`src/rtl/frame_sequencer_pkg.sv`:
```
// frame_seq_pkg: state encoding, mode codes and cfg_ctrl bit positions shared by frame_sequencer.
package frame_seq_pkg;
   typedef enum logic [1:0] {IDLE = 2'd0, RUN = 2'd1, PENDING = 2'd2, DONE = 2'd3} state_e;
   localparam logic [1:0] MODE_HOLD     = 2'b00;
   localparam logic [1:0] MODE_LOOP     = 2'b01;
   localparam logic [1:0] MODE_PINGPONG = 2'b10;
   localparam logic [1:0] MODE_ONESHOT  = 2'b11;
   localparam int CTRL_EN          = 0;
   localparam int CTRL_MODE_LSB    = 1;
   localparam int CTRL_MIRROR_AUTO = 3;
   localparam int CTRL_MIRROR_BASE = 4;
endpackage

```
`src/rtl/frame_sequencer_if.sv`:
```
// frame_sequencer_if: SPI config, charlie scan strobe and charlie frame controls around frame_sequencer.
interface frame_sequencer_if #(
   parameter int FRAME_W = 2,
   parameter int PRESC_W = 16,
   parameter int DWELL_W = 8
);
   logic [7:0]         cfg_ctrl;
   logic [FRAME_W-1:0] cfg_first;
   logic [FRAME_W-1:0] cfg_last;
   logic [DWELL_W-1:0] cfg_dwell;
   logic [PRESC_W-1:0] cfg_prescale;
   logic               scan_wrap;
   logic [FRAME_W-1:0] frame_index;
   logic               is_mirror;
   logic               busy;
   logic               done;
   modport master (
      output cfg_ctrl, cfg_first, cfg_last, cfg_dwell, cfg_prescale, scan_wrap,
      input  frame_index, is_mirror, busy, done
   );
   modport slave (
      input  cfg_ctrl, cfg_first, cfg_last, cfg_dwell, cfg_prescale, scan_wrap,
      output frame_index, is_mirror, busy, done
   );
endinterface

```
`src/rtl/frame_sequencer_tick_prescaler.sv`:
```
// tick_prescaler: counts 0..terminal and pulses tick on the terminal count; freeze holds, clr zeroes.
module tick_prescaler #(
   parameter int W = 16
) (
   input  logic         clk,
   input  logic         rst,
   input  logic         clr_i,
   input  logic         freeze_i,
   input  logic [W-1:0] terminal_i,
   output logic         tick_o
);
   logic [W-1:0] cnt_q, cnt_d;
   assign tick_o = !freeze_i && !clr_i && cnt_q == terminal_i;
   always_comb cnt_d = clr_i ? '0 : freeze_i ? cnt_q : tick_o ? '0 : cnt_q + 1'b1;
   always_ff @(posedge clk) cnt_q <= rst ? '0 : cnt_d;
endmodule

```
`src/rtl/frame_sequencer.sv`:
```
// frame_sequencer: steps charlie frame_index/is_mirror through a frame range, committing only on scan_wrap.
// Define FRAME_SEQ_STATUS_EN to add the status[7:0] readback port with a sticky wrap_seen bit.
module frame_sequencer
   import frame_seq_pkg::*;
#(
   parameter int FRAME_W = 2,
   parameter int PRESC_W = 16,
   parameter int DWELL_W = 8
) (
   input  logic clk,
   input  logic rst,
`ifdef FRAME_SEQ_STATUS_EN
   output logic [7:0] status,
`endif
   frame_sequencer_if.slave bus
);
   state_e state_q, state_d;
   logic [FRAME_W-1:0] frame_q, frame_d, next_q, next_d, first, last, nf;
   logic [DWELL_W-1:0] dwell_q, dwell_d;
   logic [DWELL_W:0]   dmax;
   logic [1:0]         mode;
   logic dir_q, dir_d, ndir_q, ndir_d, tog_q, tog_d, wrap_q, wrap_d, mirror_q;
   logic en, auto, in_range, ndir, nwrap, at_end, tick, clr, freeze, unused_rsvd;

   assign en          = bus.cfg_ctrl[CTRL_EN];
   assign mode        = bus.cfg_ctrl[CTRL_MODE_LSB +: 2];
   assign auto        = bus.cfg_ctrl[CTRL_MIRROR_AUTO];
   assign unused_rsvd = ^bus.cfg_ctrl[7:5];
   assign first       = bus.cfg_first;
   assign last        = (bus.cfg_first > bus.cfg_last) ? bus.cfg_first : bus.cfg_last;
   assign in_range    = frame_q >= first && frame_q <= last;
   assign dmax        = (bus.cfg_dwell == '0) ? (DWELL_W+1)'(1) : {1'b0, bus.cfg_dwell};

   tick_prescaler #(.W(PRESC_W)) u_presc (
      .clk        (clk),
      .rst        (rst),
      .clr_i      (clr),
      .freeze_i   (freeze),
      .terminal_i (bus.cfg_prescale),
      .tick_o     (tick)
   );

   // Candidate successor frame; out-of-range frames restart at first going up.
   always_comb begin
      nf     = first;
      ndir   = 1'b0;
      nwrap  = 1'b0;
      at_end = 1'b0;
      if (in_range)
         case (mode)
            MODE_LOOP: begin
               nwrap = frame_q == last;
               nf    = nwrap ? first : frame_q + 1'b1;
            end
            MODE_PINGPONG: begin
               ndir = dir_q;
               if (first != last) begin
                  ndir  = dir_q ? frame_q != first : frame_q == last;
                  nf    = (dir_q ? frame_q == first : frame_q != last) ? frame_q + 1'b1 : frame_q - 1'b1;
                  nwrap = dir_q && frame_q != first && frame_q - 1'b1 == first;
               end
            end
            MODE_ONESHOT: begin
               at_end = frame_q == last;
               nf     = frame_q + 1'b1;
            end
            default: ;
         endcase
   end

   always_comb begin
      state_d = state_q;
      frame_d = frame_q;
      dir_d   = dir_q;
      tog_d   = tog_q;
      dwell_d = dwell_q;
      next_d  = next_q;
      ndir_d  = ndir_q;
      wrap_d  = wrap_q;
      clr     = 1'b0;
      freeze  = 1'b0;
      if (!en) begin
         state_d = IDLE;
         frame_d = first;
         dir_d   = 1'b0;
         tog_d   = 1'b0;
         dwell_d = '0;
         clr     = 1'b1;
      end else
         case (state_q)
            IDLE: begin
               state_d = RUN;
               frame_d = first;
               clr     = 1'b1;
            end
            RUN:
               if (mode == MODE_HOLD)
                  dwell_d = '0;
               else if (tick) begin
                  if ({1'b0, dwell_q} + 1'b1 >= dmax) begin
                     dwell_d = '0;
                     state_d = at_end ? DONE : PENDING;
                     next_d  = nf;
                     ndir_d  = ndir;
                     wrap_d  = nwrap;
                  end else
                     dwell_d = dwell_q + 1'b1;
               end
            PENDING: begin
               freeze = 1'b1;
               if (bus.scan_wrap) begin
                  state_d = RUN;
                  frame_d = next_q;
                  dir_d   = ndir_q;
                  tog_d   = tog_q ^ (wrap_q & auto);
               end
            end
            default: clr = 1'b1;
         endcase
   end

   always_ff @(posedge clk) begin
      if (rst) begin
         state_q  <= IDLE;
         frame_q  <= '0;
         next_q   <= '0;
         dwell_q  <= '0;
         dir_q    <= 1'b0;
         ndir_q   <= 1'b0;
         tog_q    <= 1'b0;
         wrap_q   <= 1'b0;
         mirror_q <= 1'b0;
      end else begin
         state_q  <= state_d;
         frame_q  <= frame_d;
         next_q   <= next_d;
         dwell_q  <= dwell_d;
         dir_q    <= dir_d;
         ndir_q   <= ndir_d;
         tog_q    <= tog_d;
         wrap_q   <= wrap_d;
         mirror_q <= bus.cfg_ctrl[CTRL_MIRROR_BASE] ^ tog_q;
      end
   end

   assign bus.frame_index = frame_q;
   assign bus.is_mirror   = mirror_q;
   assign bus.busy        = state_q == RUN || state_q == PENDING;
   assign bus.done        = state_q == DONE;

`ifdef FRAME_SEQ_STATUS_EN
   logic en_q, seen_q;
   always_ff @(posedge clk) begin
      if (rst) begin
         en_q   <= 1'b0;
         seen_q <= 1'b0;
      end else begin
         en_q   <= en;
         seen_q <= (en_q && !en) ? 1'b0 : seen_q | (state_q == PENDING && en && bus.scan_wrap && wrap_q);
      end
   end
   assign status = {state_q, dir_q, tog_q, 1'b0, seen_q, frame_q[1:0]};
`endif
endmodule

```
`src/flat_wrapper.sv`:
```
// flat-port wrapper written by rule: the top's interface ports become plain ports
module frame_sequencer_flat import frame_seq_pkg::*;
#(
   parameter int FRAME_W = 2,
   parameter int PRESC_W = 16,
   parameter int DWELL_W = 8
)
  (clk, rst, bus_cfg_ctrl, bus_cfg_first, bus_cfg_last, bus_cfg_dwell, bus_cfg_prescale, bus_scan_wrap, bus_frame_index, bus_is_mirror, bus_busy, bus_done);
  frame_sequencer_if #(.FRAME_W(FRAME_W), .PRESC_W(PRESC_W), .DWELL_W(DWELL_W)) bus_i ();
  input  logic clk;
  input  logic rst;
  input wire logic [$bits(bus_i.cfg_ctrl)-1:0] bus_cfg_ctrl;
  input wire logic [$bits(bus_i.cfg_first)-1:0] bus_cfg_first;
  input wire logic [$bits(bus_i.cfg_last)-1:0] bus_cfg_last;
  input wire logic [$bits(bus_i.cfg_dwell)-1:0] bus_cfg_dwell;
  input wire logic [$bits(bus_i.cfg_prescale)-1:0] bus_cfg_prescale;
  input wire logic [$bits(bus_i.scan_wrap)-1:0] bus_scan_wrap;
  output wire logic [$bits(bus_i.frame_index)-1:0] bus_frame_index;
  output wire logic [$bits(bus_i.is_mirror)-1:0] bus_is_mirror;
  output wire logic [$bits(bus_i.busy)-1:0] bus_busy;
  output wire logic [$bits(bus_i.done)-1:0] bus_done;
  assign bus_i.cfg_ctrl = bus_cfg_ctrl;
  assign bus_i.cfg_first = bus_cfg_first;
  assign bus_i.cfg_last = bus_cfg_last;
  assign bus_i.cfg_dwell = bus_cfg_dwell;
  assign bus_i.cfg_prescale = bus_cfg_prescale;
  assign bus_i.scan_wrap = bus_scan_wrap;
  assign bus_frame_index = bus_i.frame_index;
  assign bus_is_mirror = bus_i.is_mirror;
  assign bus_busy = bus_i.busy;
  assign bus_done = bus_i.done;
  frame_sequencer #(.FRAME_W(FRAME_W), .PRESC_W(PRESC_W), .DWELL_W(DWELL_W)) u_core (.clk(clk), .rst(rst), .bus(bus_i));
endmodule
```
`config.mk`:
```
export PLATFORM = sky130hd
export DESIGN_NAME = frame_sequencer_flat
export DESIGN_NICKNAME = d
export VERILOG_FILES = /design/src/rtl/frame_sequencer_pkg.sv /design/src/rtl/frame_sequencer_if.sv /design/src/rtl/frame_sequencer_tick_prescaler.sv /design/src/rtl/frame_sequencer.sv /design/src/flat_wrapper.sv
export SDC_FILE = /design/constraint.sdc
export NUM_CORES = 1
export LEC_CHECK = 0
export CORE_UTILIZATION = 53
export CTS_CLUSTER_SIZE = 20
export DETAILED_ROUTE_END_ITERATION = 16
export GPL_ROUTABILITY_DRIVEN = 0
export HOLD_SLACK_MARGIN = 0.02
export PLACE_DENSITY = 0.79
export SKIP_CTS_REPAIR_TIMING = 1
export SLEW_MARGIN = 25
export SYNTH_ARGS = -nofsm -noshare
export SYNTH_HDL_FRONTEND = slang
export SYNTH_SLANG_ARGS = --single-unit
```
`constraint.sdc`:
```
create_clock -name clk -period 3.86 [get_ports clk]
set_input_delay 0.772 -clock clk [delete_from_list [all_inputs] [get_ports clk]]
set_output_delay 0.772 -clock clk [all_outputs]
set_load 0.005 [all_outputs]
```
### Yosys cells after proc, flatten, opt, wreduce, memory -nomap -nowiden

Cells that the tools add are included.
Widths: inputs -> output; s select.

| storage, ports and cells | value |
|---|---|
| logic and storage cells | 98 |
| register bits | 35 |
| latch bits | 0 |
| memories | 0 |
| input port bits | 39 |
| memory bits (read-only) | 0 |
| output and inout port bits | 5 |
| memory bits (writable) | 0 |

| operators by class | value |
|---|---|
| divide/modulo/power cells | 0 |
| add/sub/neg operators | 5 |
| muxes and demuxes | 34 |
| reductions and logical operators | 21 |
| bitwise operators | 5 |
| shifts and indexed selects | 0 |
| $lt $le $gt $ge | 4 |
| equality and inequality tests | 19 |
| $mul | 0 |

Operator list:

| operator | number |
|---|---|
| $mux 8 | 4 |
| $mux 2 | 11 |
| $add 16x1->16 const B | 1 |
| $eq 16x16->1 | 1 |
| $mux 16 | 1 |
| $mux 1 | 14 |
| $pmux 2 s3 | 2 |
| $reduce_and 5->1 | 2 |
| $add 8x1->9 const B | 1 |
| $ge 9x9->1 | 1 |
| $add 8x1->8 const B | 1 |
| $eq 2x2->1 const B | 4 |
| $logic_not 8->1 | 1 |
| $eq 2x2->1 | 3 |
| $ne 2x2->1 | 3 |
| $ne 2x2->1 const B | 3 |
| $reduce_and 2->1 | 3 |
| $reduce_or 2->1 | 3 |
| $logic_and 1x1->1 | 5 |
| $eq 2x1->1 const B | 2 |
| $logic_not 2->1 | 2 |
| $pmux 2 s2 | 1 |
| $ne 3x1->1 const B | 1 |
| $ne 3x3->1 const B | 1 |
| other kinds (14) | 17 |

### Logic depth before layout (Yosys ltp)

| depth | value |
|---|---|
| word-level depth | 10 |
| gate-level depth with buffers | 13 |
| depth with buffers taken out | 13 |

### By module

A second synthesis with hierarchy kept.

| second synthesis, totals | value |
|---|---|
| cells, all modules | 298 |
| area total of the unflattened synthesis | 2,558.7 sq um |

Modules (own cells, without submodules):

| module | times used | area each (sq um) | cells each |
|---|---|---|---|
| frame_sequencer | 1 | 1,670.4 | 199 |
| tick_prescaler | 1 | 888.4 | 99 |

### Worst setup path after synthesis

No wires, ideal clock.

| timing path | value |
|---|---|
| path type | in2reg |
| from | in bus_cfg_dwell[5] |
| to | reg u_core.next_q[1] |
| cell stages on the path | 11 |
| buffers on the path | 2 |
| data arrival time | 2.896 ns |
| slack | 0.878 ns |
| path through | nor4_1 > a41o_1 > ha_1 > nand2b_1 > a211oi_1 > nor3_1 > or4b_1 > buf_2 > and2_0 > clkbuf_1 > a211oi_1 |

| on the way | value |
|---|---|
| word-level cells in the longest chain between the ends | 4 |

RTL lines:

| element | line | RTL |
|---|---|---|
| start, declared | flat_wrapper.sv:15 | `input wire logic [$bits(bus_i.cfg_dwell)-1:0] bus_cfg_dwell;` |
| $logic_not 8->1 | frame_sequencer.sv:32 | `assign dmax = (bus.cfg_dwell == '0) ? (DWELL_W+1)'(1) : {1'b0, bus.cfg_dwell};` |
| $mux 8 (*) | frame_sequencer.sv:32 |  |
| $ge 9x9->1 (*) | frame_sequencer.sv:100 | `if ({1'b0, dwell_q} + 1'b1 >= dmax) begin` |
| $reduce_and 5->1 (no line) (*) | n/a |  |
| end signal, assigned | frame_sequencer.sv:136 | `next_q <= next_d;` |
| end, declared | frame_sequencer.sv:18 | `logic [FRAME_W-1:0] frame_q, frame_d, next_q, next_d, first, last, nf;` |

Every way passes the cells marked *; elsewhere a longest branch is shown, timed or not.
A chain may end at the register's enable or synchronous reset.

### Worst setup path after layout

Ends and elaborated chain as after synthesis.

==> out/metrics.csv <==
stage;metric;value;unit
setup_path;r2r_slack;0.83;ns
clocking;clk_pin_slew;0.07;ns
setup_path;cp.required;4.06;ns
final_layout;antennaDiodeCount;0;
sta;hold_violations;0;
sta;max_freq;294.4;MHz
global_route;grt_pass1_vias;2006;
setup_path;crit_family;simple AND/OR/NAND/NOR gates;
clocking;cts_max_level;2;
setup_path;cp-startpoint;bus_cfg_dwell[5];
global_route;grt_pass1_wl;8.631;mm
yosys;synth.avg_cell_area;8.480;um^2
yosys;synth_edf_count;0;
detailed_routing;num_vias;2183;
final_layout;area_growth;23.55;%
pwr;leakagePower;0.001281;uW
setup_path;cp_num_buf_inv;1;
outcome;status;completed;
pwr;peakVddDrop;0.0002150;V
sta;fin_crit_sh;87.99;%
sta;worst_slack;0.4636;ns
yosys;synth_top_area_share;28.30;%
global_route;antenna_found_initial;0;
setup_path;path_cells;clkdlybuf4s50_1 -> nor4_1 -> a41o_1 -> ha_1 -> nand2b_1 -> a211oi_1 -> nor3_1 -> or4b_1 -> and2_0 -> a211oi_1;
final_layout;layout.area.seq;700.7;um^2
floorplan;initial_core_util;56.09;%
pwr;power_density;263.3;nW/um^2
clocking;cts_tree;yes;
yosys;yosysMostFrequentCell;dfxtp_1;
clocking;clk_path_buf_depth;2;
yosys;synthFlopType;dfxtp_1;
yosys;postSynthCellCount;292;
floorplan;coreArea;4414;um^2
yosys;syn_nets;357;
sta;maxSlewViolCount;0;
setup_path;rr_endpoint;u_core.next_q[1];
yosys;synth-seq-area-share;28.30;%
floorplan;rows;24;
global_route;grt_max_degree;17;
final_layout;fillers;363;
setup_path;crit_cells;10;
sta;setup_viol;0;
global_route;grt_usage;21.30;%
sta;maxSlewHeadroom;65.30;%
setup_path;worstSetupEndpointType;register;
final_layout;nNetsFinal;403;
yosys;yosys.area.top_type;dfxtp_1;
detailed_routing;drt-pass1-iter-count;4;
sta;rsz0062_at_grt;no;
detailed_routing;drt-initial-drc-count;91;
placed_design;dp_slack;0.1540;ns
hold_path;min-delay-path-class;register to register;
detailed_routing;drc;0;
final_layout;drive_gt1_share;5.900;%
setup_path;cp_max_fo;7;
placed_design;dp_hpwl;3.947;mm
detailed_routing;antenna_left;0;
clocking;clk-insertion-delay-late;0.28;ns
hold_path;min_path_cells;2;
setup_path;slowest_delay;0.63;ns
detailed_routing;routed_via_density;5.583;
sta;worst_pin_slew;0.5191;ns
setup_path;path_common_cell;a211oi_1;
final_layout;multi_input_area;1684;um^2
setup_path;crit_end;u_core.next_q[1];
yosys;synth_top_cells_by_count;dfxtp_1, xor2_1, ha_1, nor2_1, nand3_1;
setup_path;crit_type;input pin to register;
yosys;async_flop_share;0;%
placed_design;port_buffers;40;
setup_path;crit_arrival;3.60;ns
floorplan;ios;44;
placed_design;placed_cell_area;2959;um^2
flow_run;cap_violations;0;
setup_path;reg2regPathDepth;10;
clocking;clock_sinks;35;
setup_path;crit_path_start_kind;input pin;
floorplan;fp.dieH;70.35;um
floorplan;dieWidth;70.35;um
sta;fin_crit;3.396;ns
yosys;yosysUniqueCellTypes;46;
yosys;synthTopCellsByArea;dfxtp_1, ha_1, xor2_1;
yosys;yosysWarnings;0;
final_layout;final_area;3059;um^2
clocking;cts_made_buffers;5;
yosys;ys_ff_latch;35;
global_route;grt-ovfl-total;0;
sta;final.setup_skew;0.003117;ns
detailed_routing;post_drt_wl_per_cell;12.91;um
clocking;clockRootBuffer;clkbuf_8;
sta;setup-tns-final;0;ns
floorplan;dieArea;4949;um^2
setup_path;cpMaxStageDelayCell;or4b_1;
yosys;synth_area;2476;um^2
detailed_routing;finalWirelength;5.049;mm
setup_path;crit-reg2reg-launch;u_core.dwell_q[0];
## worst reg2reg max path, cell delays in order (launching register included)
cell      delay, ns
dfxtp_1        0.42
ha_1           0.21
and3_1         0.20
nand3_1        0.17
xnor2_1        0.17
ha_1           0.31
a21o_1         0.18
a21oi_1        0.13
or4b_1         0.61
and2_0         0.31
a211oi_1       0.24
## cell type report
class / count / share of cell area, %
Multi-Input combinational cell: 233 / 55.05
Inverter: 17 / 2.086
Clock buffer: 8 / 3.272
Tap cell: 52 / 2.127
Sequential cell: 35 / 22.90
Timing Repair Buffer: 46 / 14.56
## sequential cells by signal, summed over array words and instances (netlist names)
signal                  flops
u_core.bus.frame_index      2
u_core.bus.is_mirror        1
u_core.dir_q                1
u_core.dwell_q              8
u_core.ndir_q               1
u_core.next_q               2
u_core.state_q              2
u_core.tog_q                1
u_core.u_presc.cnt_q       16
u_core.wrap_q               1
## kinds of logic after synthesis
| logic type | after synthesis | synth area share [%] |
|---|---|---|
| flops | 35 | 28.30 |
| compound gates | 48 | 14.05 |
| fa+ha+maj | 26 | 13.14 |
| buf+inv | 24 | 3.688 |
| simple gates | 113 | 24.36 |
| mux | 4 | 1.617 |
| xor+xnor | 42 | 14.86 |
## stage by stage
step | utilization, % | total power (uW) | std cells | hold slack [ns]
floorplan | - | 452.3 | 292 | 0.4440
global placement | 67.04 | 515.8 | 383 | 0.4594
detailed placement | 67.04 | 519.5 | 383 | 0.4643
CTS | 69.30 | 808.0 | 391 | 0.4770
global route | 69.30 | 838.5 | 391 | 0.5108
finish | 69.30 | 805.4 | 391 | 0.4772
## layout by cell type, fill, tap and decap left out, drive strengths merged, types with 3 or more instances in the layout
| cell | Yosys | layout |
|---|---|---|
| a211oi | 6 | 6 |
| a21o | 6 | 6 |
| a21oi | 11 | 11 |
| a221oi | 3 | 3 |
| a22o | 4 | 4 |
| and2 | 3 | 3 |
| and3 | 5 | 5 |
| buf | 1 | 6 |
| clkbuf | 6 | 8 |
| clkdlybuf4s50 | 0 | 40 |
| dfxtp | 35 | 35 |
| ha | 26 | 26 |
| inv | 17 | 17 |
| mux2i | 4 | 4 |
| nand2 | 19 | 19 |
| nand2b | 8 | 8 |
| nand3 | 21 | 21 |
| nand4 | 3 | 3 |
| nor2 | 26 | 26 |
| nor2b | 4 | 4 |
| nor3 | 5 | 5 |
| nor4 | 4 | 4 |
| o21ai | 6 | 6 |
| or4b | 3 | 3 |
| xnor2 | 11 | 11 |
| xor2 | 31 | 31 |
## routing by layer
metal  wire, um  global-route usage, %  vias to the layer above  share of wire (%)
met2       2359                  35.45                       58                 47
met5          0                      0                        -                  0
met4         44                  4.667                        0               0.87
met3        239                  4.040                        6                4.7
met1       2405                  28.43                      990                 48
li1           -                      -                     1129                  -
## power breakdown
group	internal [uW]	leakage [uW]	switching [uW]
combinational	77.6	0.000947	67.2
sequential	364	0.000283	3.37
clock	163	0.0000515	130
total	604	0.00128	201
## how the worst min path moves through the flow
stage | end | slack (ns) | start
final | u_core.dir_q | 0.48 | u_core.ndir_q
after global routing | u_core.ndir_q | 0.51 | u_core.ndir_q
after CTS | u_core.dir_q | 0.48 | u_core.ndir_q
after detailed placement | u_core.dir_q | 0.46 | u_core.ndir_q
after global placement | u_core.dir_q | 0.46 | u_core.ndir_q
after floorplan | u_core.dir_q | 0.44 | u_core.ndir_q
Note: power is estimated with default switching activity, not from simulation.
